`src/rtl/inv_power_reduce.sv`:
```
// Strips the 2^power factor from an almost-inverse by repeated modular halving,
// leaving a^-1 * 2^R_POW mod p on inv with a one-cycle valid pulse.
`ifndef BW_GF
`define BW_GF 8
`endif
`ifndef PRIME
`define PRIME 251
`endif

module inv_power_reduce #(
   parameter int PAD   = 2,
   parameter int R_POW = 0
) (
   input  logic              clk,
   input  logic              rst,
   input  logic              en,
   input  logic [`BW_GF-1:0] value,
   input  logic [8:0]        power,
   output logic [`BW_GF-1:0] inv,
   output logic              valid,
   output logic              err,
   output logic              busy
);

   localparam int BW = `BW_GF + PAD;
   localparam logic [BW-1:0] P  = BW'(`PRIME);
   localparam logic [9:0]    RP = 10'(R_POW);

   typedef enum logic [1:0] {S_IDLE, S_HALVE, S_DONE, S_FAIL} state_t;

   state_t            state_reg, state_next;
   logic [BW-1:0]     x_reg, x_next;
   logic [8:0]        cnt_reg, cnt_next;
   logic [`BW_GF-1:0] inv_reg, inv_next;
   logic              err_reg, err_next;

   logic [BW-1:0]     value_ext, value_red, x_half;
   logic [9:0]        diff;

   assign value_ext = BW'(value);
   assign value_red = (value_ext >= P) ? value_ext - P : value_ext;
   // x < p holds throughout, so (x+p)/2 < p and no final correction is needed.
   assign x_half    = x_reg[0] ? ((x_reg + P) >> 1) : (x_reg >> 1);
   assign diff      = {1'b0, power} - RP;

   always_ff @(posedge clk) begin
      if (rst) begin
         state_reg <= S_IDLE;
         x_reg     <= '0;
         cnt_reg   <= '0;
         inv_reg   <= '0;
         err_reg   <= 1'b0;
      end else begin
         state_reg <= state_next;
         x_reg     <= x_next;
         cnt_reg   <= cnt_next;
         inv_reg   <= inv_next;
         err_reg   <= err_next;
      end
   end

   always_comb begin
      state_next = state_reg;
      x_next     = x_reg;
      cnt_next   = cnt_reg;
      inv_next   = inv_reg;
      err_next   = err_reg;
      case (state_reg)
         S_IDLE: begin
            if (en) begin
               x_next   = value_red;
               err_next = 1'b0;
               if ({1'b0, power} < RP) begin
                  state_next = S_FAIL;
                  inv_next   = '0;
                  err_next   = 1'b1;
               end else if (diff == 10'd0) begin
                  state_next = S_DONE;
                  inv_next   = `BW_GF'(value_red);
               end else begin
                  cnt_next   = diff[8:0];
                  state_next = S_HALVE;
               end
            end
         end
         S_HALVE: begin
            x_next   = x_half;
            cnt_next = cnt_reg - 9'd1;
            // Result is published on entry to DONE so inv is stable while valid is high.
            if (cnt_reg == 9'd1) begin
               state_next = S_DONE;
               inv_next   = `BW_GF'(x_half);
            end
         end
         S_DONE:  state_next = S_IDLE;
         S_FAIL:  state_next = S_IDLE;
         default: state_next = S_IDLE;
      endcase
   end

   assign inv   = inv_reg;
   assign err   = err_reg;
   assign valid = (state_reg == S_DONE) || (state_reg == S_FAIL);
   assign busy  = (state_reg != S_IDLE);

endmodule

```
`config.mk`:
```
export PLATFORM = sky130hd
export DESIGN_NAME = inv_power_reduce
export DESIGN_NICKNAME = d
export VERILOG_FILES = /design/src/rtl/inv_power_reduce.sv
export SDC_FILE = /design/constraint.sdc
export NUM_CORES = 1
export LEC_CHECK = 0
export ABC_AREA = 1
export CAP_MARGIN = 5
export CORE_UTILIZATION = 53
export DETAILED_ROUTE_END_ITERATION = 12
export PLACE_DENSITY_LB_ADDON = 0.25
export SETUP_SLACK_MARGIN = 0.02
export SLEW_MARGIN = 20
export SYNTH_ARGS = -nofsm -noshare
export SYNTH_HDL_FRONTEND = slang
export SYNTH_SLANG_ARGS = --single-unit
export TNS_END_PERCENT = 100
```
`constraint.sdc`:
```
create_clock -name clk -period 1.62 [get_ports clk]
set_input_delay 0.243 -clock clk [delete_from_list [all_inputs] [get_ports clk]]
set_output_delay 0.243 -clock clk [all_outputs]
set_load 0.01 [all_outputs]
```
# --- Yosys cells after proc, flatten, opt, wreduce, memory -nomap -nowiden ---
# Index checks and enable logic that the tools add are counted.
classes:
  n_addsub: 3
  n_lt_le_gt_ge: 1
  n_eq_ne: 8
  n_mux: 15
  reduce_logical: 10
op_table:
  columns: ["cell", "count"]
  rows:
  - ["9-bit two-way mux", 3]
  - ["8-bit two-way mux", 3]
  - ["10-bit two-way mux", 2]
  - ["10-bit case mux with 2 select lines", 1]
  - ["9-bit case mux with 2 select lines", 1]
  - ["8-bit case mux with 2 select lines", 1]
  - ["10-bit by 8-bit adder with 10-bit output (second input constant)", 1]
  - ["10-bit logical NOT", 1]
  - ["9-bit by 1-bit == test with 1-bit output (second input constant)", 1]
  - ["8-bit by 8-bit subtractor with 9-bit output (second input constant)", 1]
  - ["9-bit by 1-bit subtractor with 9-bit output (second input constant)", 1]
  - ["8-bit >= comparator (second input constant)", 1]
  - ["2-bit != test (second input constant)", 4]
  - ["2-bit two-way mux", 3]
  - ["2-bit case mux with 3 select lines", 1]
  - ["2-bit == test (second input constant)", 2]
  - ["2-bit AND reduction", 2]
  - ["4-bit AND reduction", 1]
  - ["2-bit nonzero test", 2]
  - ["3-bit AND reduction", 1]
  - ["2-bit by 1-bit == test with 1-bit output (second input constant)", 1]
  - ["2-bit logical NOT", 1]
  - ["2-bit OR reduction", 1]
  - ["1-bit logical OR", 1]
totals:
  register_bits: 29
  inputBits: 20
  output_inout_bits: 11
  word_cells: 41

# --- Depth between registers and ports, before layout ---
depth:
  depth_word: 5
  depth_mapped: 10
  ltp_nobuf: 10

# --- Least setup slack after synthesis ---
# OpenSTA, ideal clock, no wires.
synth_path:
  path_type: "register -> register"
  from: "register cnt_reg[1]"
  to: "register inv_reg[0], in the netlist inv[0]"
  setup_time_ns: 0.113
  arrival_time_ns: 1.167
  t_required_ns: 1.507
  setup_slack_ns: 0.340
  stages_incl_launch_ff: 9
  n_path_buf: 1
  period_less_slack_ns: 1.280
  path_cell_list: "dfxtp_1 -> inv_1 -> ha_1 -> nand3_1 -> o21ai_2 -> nand3_4 -> buf_6 -> nor2_1 -> nor2_1"
synth_via:
  elab_chain_cells: 3
synth_rtl:
  columns: ["element", "line_no", "source"]
  rows:
  - ["from (decl)", "33", "logic [8:0] cnt_reg, cnt_next;"]
  - ["from (signal assigned)", "56", "cnt_reg <= cnt_next;"]
  - ["9-bit by 1-bit == test with 1-bit output", "90", "if (cnt_reg == 9'd1) begin"]
  - ["2-bit != test (no source line)", null, null]
  - ["4-bit AND reduction (no source line)", null, null]
  - ["to (signal assigned)", "57", "inv_reg <= inv_next;"]
  - ["to (decl)", "34", "logic [`BW_GF-1:0] inv_reg, inv_next;"]
# Every way passes these cells.
# A chain may end at the register's enable or synchronous reset.

# --- Worst setup path after layout ---
layout_path:
  from: "register inv_reg[0], in the netlist inv[0]"
  to: "output port inv[0]"
layout_rtl:
  columns: ["element", "line_no", "source"]
  rows:
  - ["to (decl)", "19", "output logic [`BW_GF-1:0] inv,"]
# No word-level cell between the ends.

==> metrics <==
CTS Root Cell clkbuf_4; crit path kind register to output port; Site Rows 21; vias ~2000; # clock sinks 29; Crit path max-delay family buffers and inverters; VDD IR-drop max 0.000594 V; number of buffers added on ports 29; number of flip-flops under the largest register name 10; CP endpoint kind output port; multi-input logic area between 1000 and 1500 sq um; Die Area roughly 3700 sq um; status completed; DRT iter0 DRCs between 80 and 90; Core ar. around 3300 sq um; Lkg Pwr between 1 and 1.5 nW; sequential share of the synthesized area a little under a third; worst skew pair latency between 0.3 and 0.4 ns; Fillers 295; Total GRT Usage between 20% and 30%; CTS tree done; Place WS -0.157 ns; Inserted Diodes 0; depth of the CTS H-tree 2; synthesized instance count between 300 and 400; post-DP HPWL about 3500 microns; CP Launch Type register; area of the mapped netlist 1850 sq um; syn nets roughly 330; initial core utilization a little under three fifths; max-slew violations 0; Worst Skew about 0.017 ns; Avg WL per Cell approximately 11 microns; CP Buf/Inv Count 1; vias in the first global route approximately 1700; Reg clk slew, reported paths approximately 0.1 ns; count of final hold-check violations 0; Die Span X ~61 microns; Synth Warn # 0; num ports 31; Largest stage delay, worst path 0.55 ns; commonest non-fill, non-tap cell in the layout nand2_1; Data arrival, critical path 1.27 ns; final wirelength approximately 4600 microns; gpl congestion roughly 0.94; RSZ-0062 raised after global routing false; post-synthesis register bit count 29; # DRC 0; overall power between 0.002 and 0.0025 W; maxcap violations 0; global-route wire length before repair between 7000 and 8000 microns; first-pass iteration count of the detailed router 4; Final setup viols 0; Syn-to-layout area delta 32.5%; min-delay worst type register to register; CTS Buffer Depth 2; DP Area roughly 2300 sq um; sequential cell area a little under 600 sq um; Chip Height 61.1 microns; Post-CTS Hold Buffers 0; vias per std cell between 4 and 5; final period utilization 93.4%; initial antenna violation count 0; final antenna-violating net count 0; CP max FO 2; Mapped Avg Cell Area between 6 and 7 sq um; layout cells sized above 1 between 10% and 20%; number of nets in the layout 380; fin area 2450 sq um; grt total ovfl 0; setup slack after layout around 0.11 ns; Slowest-stage cell, CP clkdlybuf4s50_1; post-layout util 73.5%; worst path cell trace clkdlybuf4s50_1; library cells used by synthesis 27; fmax about 0.66 GHz; pwr/cell area between 1000 and 1500 nW/um^2; CP required 1.38 ns; Tmin final 1.51 ns; largest net degree at the start of global routing 16; most frequent cells in the layout 80 x nand2_1, 49 x nor2_1, 44 x inv_1; CTS Buf Count 5
-- cells by family (layout without fill, tap and decap cells) --
logic type	count (synthesis)	in the layout	share of synthesized area [%]
AND/OR/NAND/NOR	173	173	41.3
buffers and inverters	57	109	12.7
other	1	1	0.203
XOR/XNOR	2	2	0.947
AO/OA/AOI/OAI	41	41	11.4
flip-flops	29	29	31.4
adder cells (fa/ha/maj)	3	3	2.03
-- report_power, final --
group / total (W) / internal [W] / switching [W] / leakage, nW
Clock: 0.000748 / 0.000478 / 0.000270 / 0.0552
Combinational: 0.000851 / 0.000363 / 0.000488 / 0.955
Sequential: 0.000890 / 0.000806 / 0.0000832 / 0.240
-- tightest hold or removal path: stages, from the launching register on --
cell     delay, ns
dfxtp_1       0.34
nand2_1       0.07
a21oi_1       0.05
-- cell usage after synthesis (all sizes together) --
master	n	area [sq um]
nand3b	1	7.51
nand3	31	168
inv	47	176
a21oi	15	75.1
nor3	1	10.0
dfxtp	29	581
ha	3	37.5
o21ai	25	129
xor2	1	8.76
nand4	2	12.5
o21a	1	7.51
nand2	86	348
clkbuf	3	15.0
buf	7	43.8
conb	1	3.75
xnor2	1	8.76
nor2	52	218
-- layer usage --
| layer | vias up | routed length, microns | part of all wire [%] | track usage, % |
|---|---|---|---|---|
| met1 | 872 | 2220 | 49 | 37.1 |
| met4 | 0 | 65 | 1.4 | 8.77 |
| met2 | 55 | 1970 | 43 | 39.3 |
| met3 | 8 | 316 | 6.9 | 6.72 |
| li1 | 1056 | - | - | - |
| met5 | - | 0 | 0 | 0 |
-- what timing repair did --
action,4_1_cts,5_1_grt
hold endpoints to repair,0,0
pin swaps,1,0
endpoints found under the setup margin,1,1
gates resized for setup,2,3
setup buffers,1,0
-- worst paths after layout --
| kind | slack (ns) | endpoint | depth (start not counted) | from |
|---|---|---|---|---|
| max | 0.11 | inv[0] | 1 | inv[0]$_SDFFE_PP0P_ |
| min reg2reg | 0.50 | cnt_reg[7]$_SDFFE_PP0P_ | 2 | cnt_reg[7]$_SDFFE_PP0P_ |
| max reg2reg | 0.16 | x_reg[4]$_SDFFE_PP0P_ | 9 | state_reg[1]$_SDFFE_PP0P_ |
| min | 0.50 | cnt_reg[7]$_SDFFE_PP0P_ | 2 | cnt_reg[7]$_SDFFE_PP0P_ |
-- through the flow --
| stage | hold WS (ns) | instances | TNS, ns |
|---|---|---|---|
| 3_5_place_dp | 0.490 | 395 | -2.05 |
| 3_3_place_gp | 0.483 | 395 | -1.55 |
| 4_1_cts | 0.503 | 404 | 0 |
| 6_report | 0.501 | 404 | 0 |
| 5_1_grt | 0.518 | 404 | 0 |
| 2_1_floorplan | 0.399 | 306 | 0 |
-- layout make-up --
cell class	count	share of cell area, %
clock inverters	3	2.65
repair buffers	54	20.1
multi-input cells	220	42.2
inverters	47	7.20
flip-flops and latches	29	24.0
clock buffers	5	1.53
well taps	46	2.35
(Power assumes the default switching activity.)
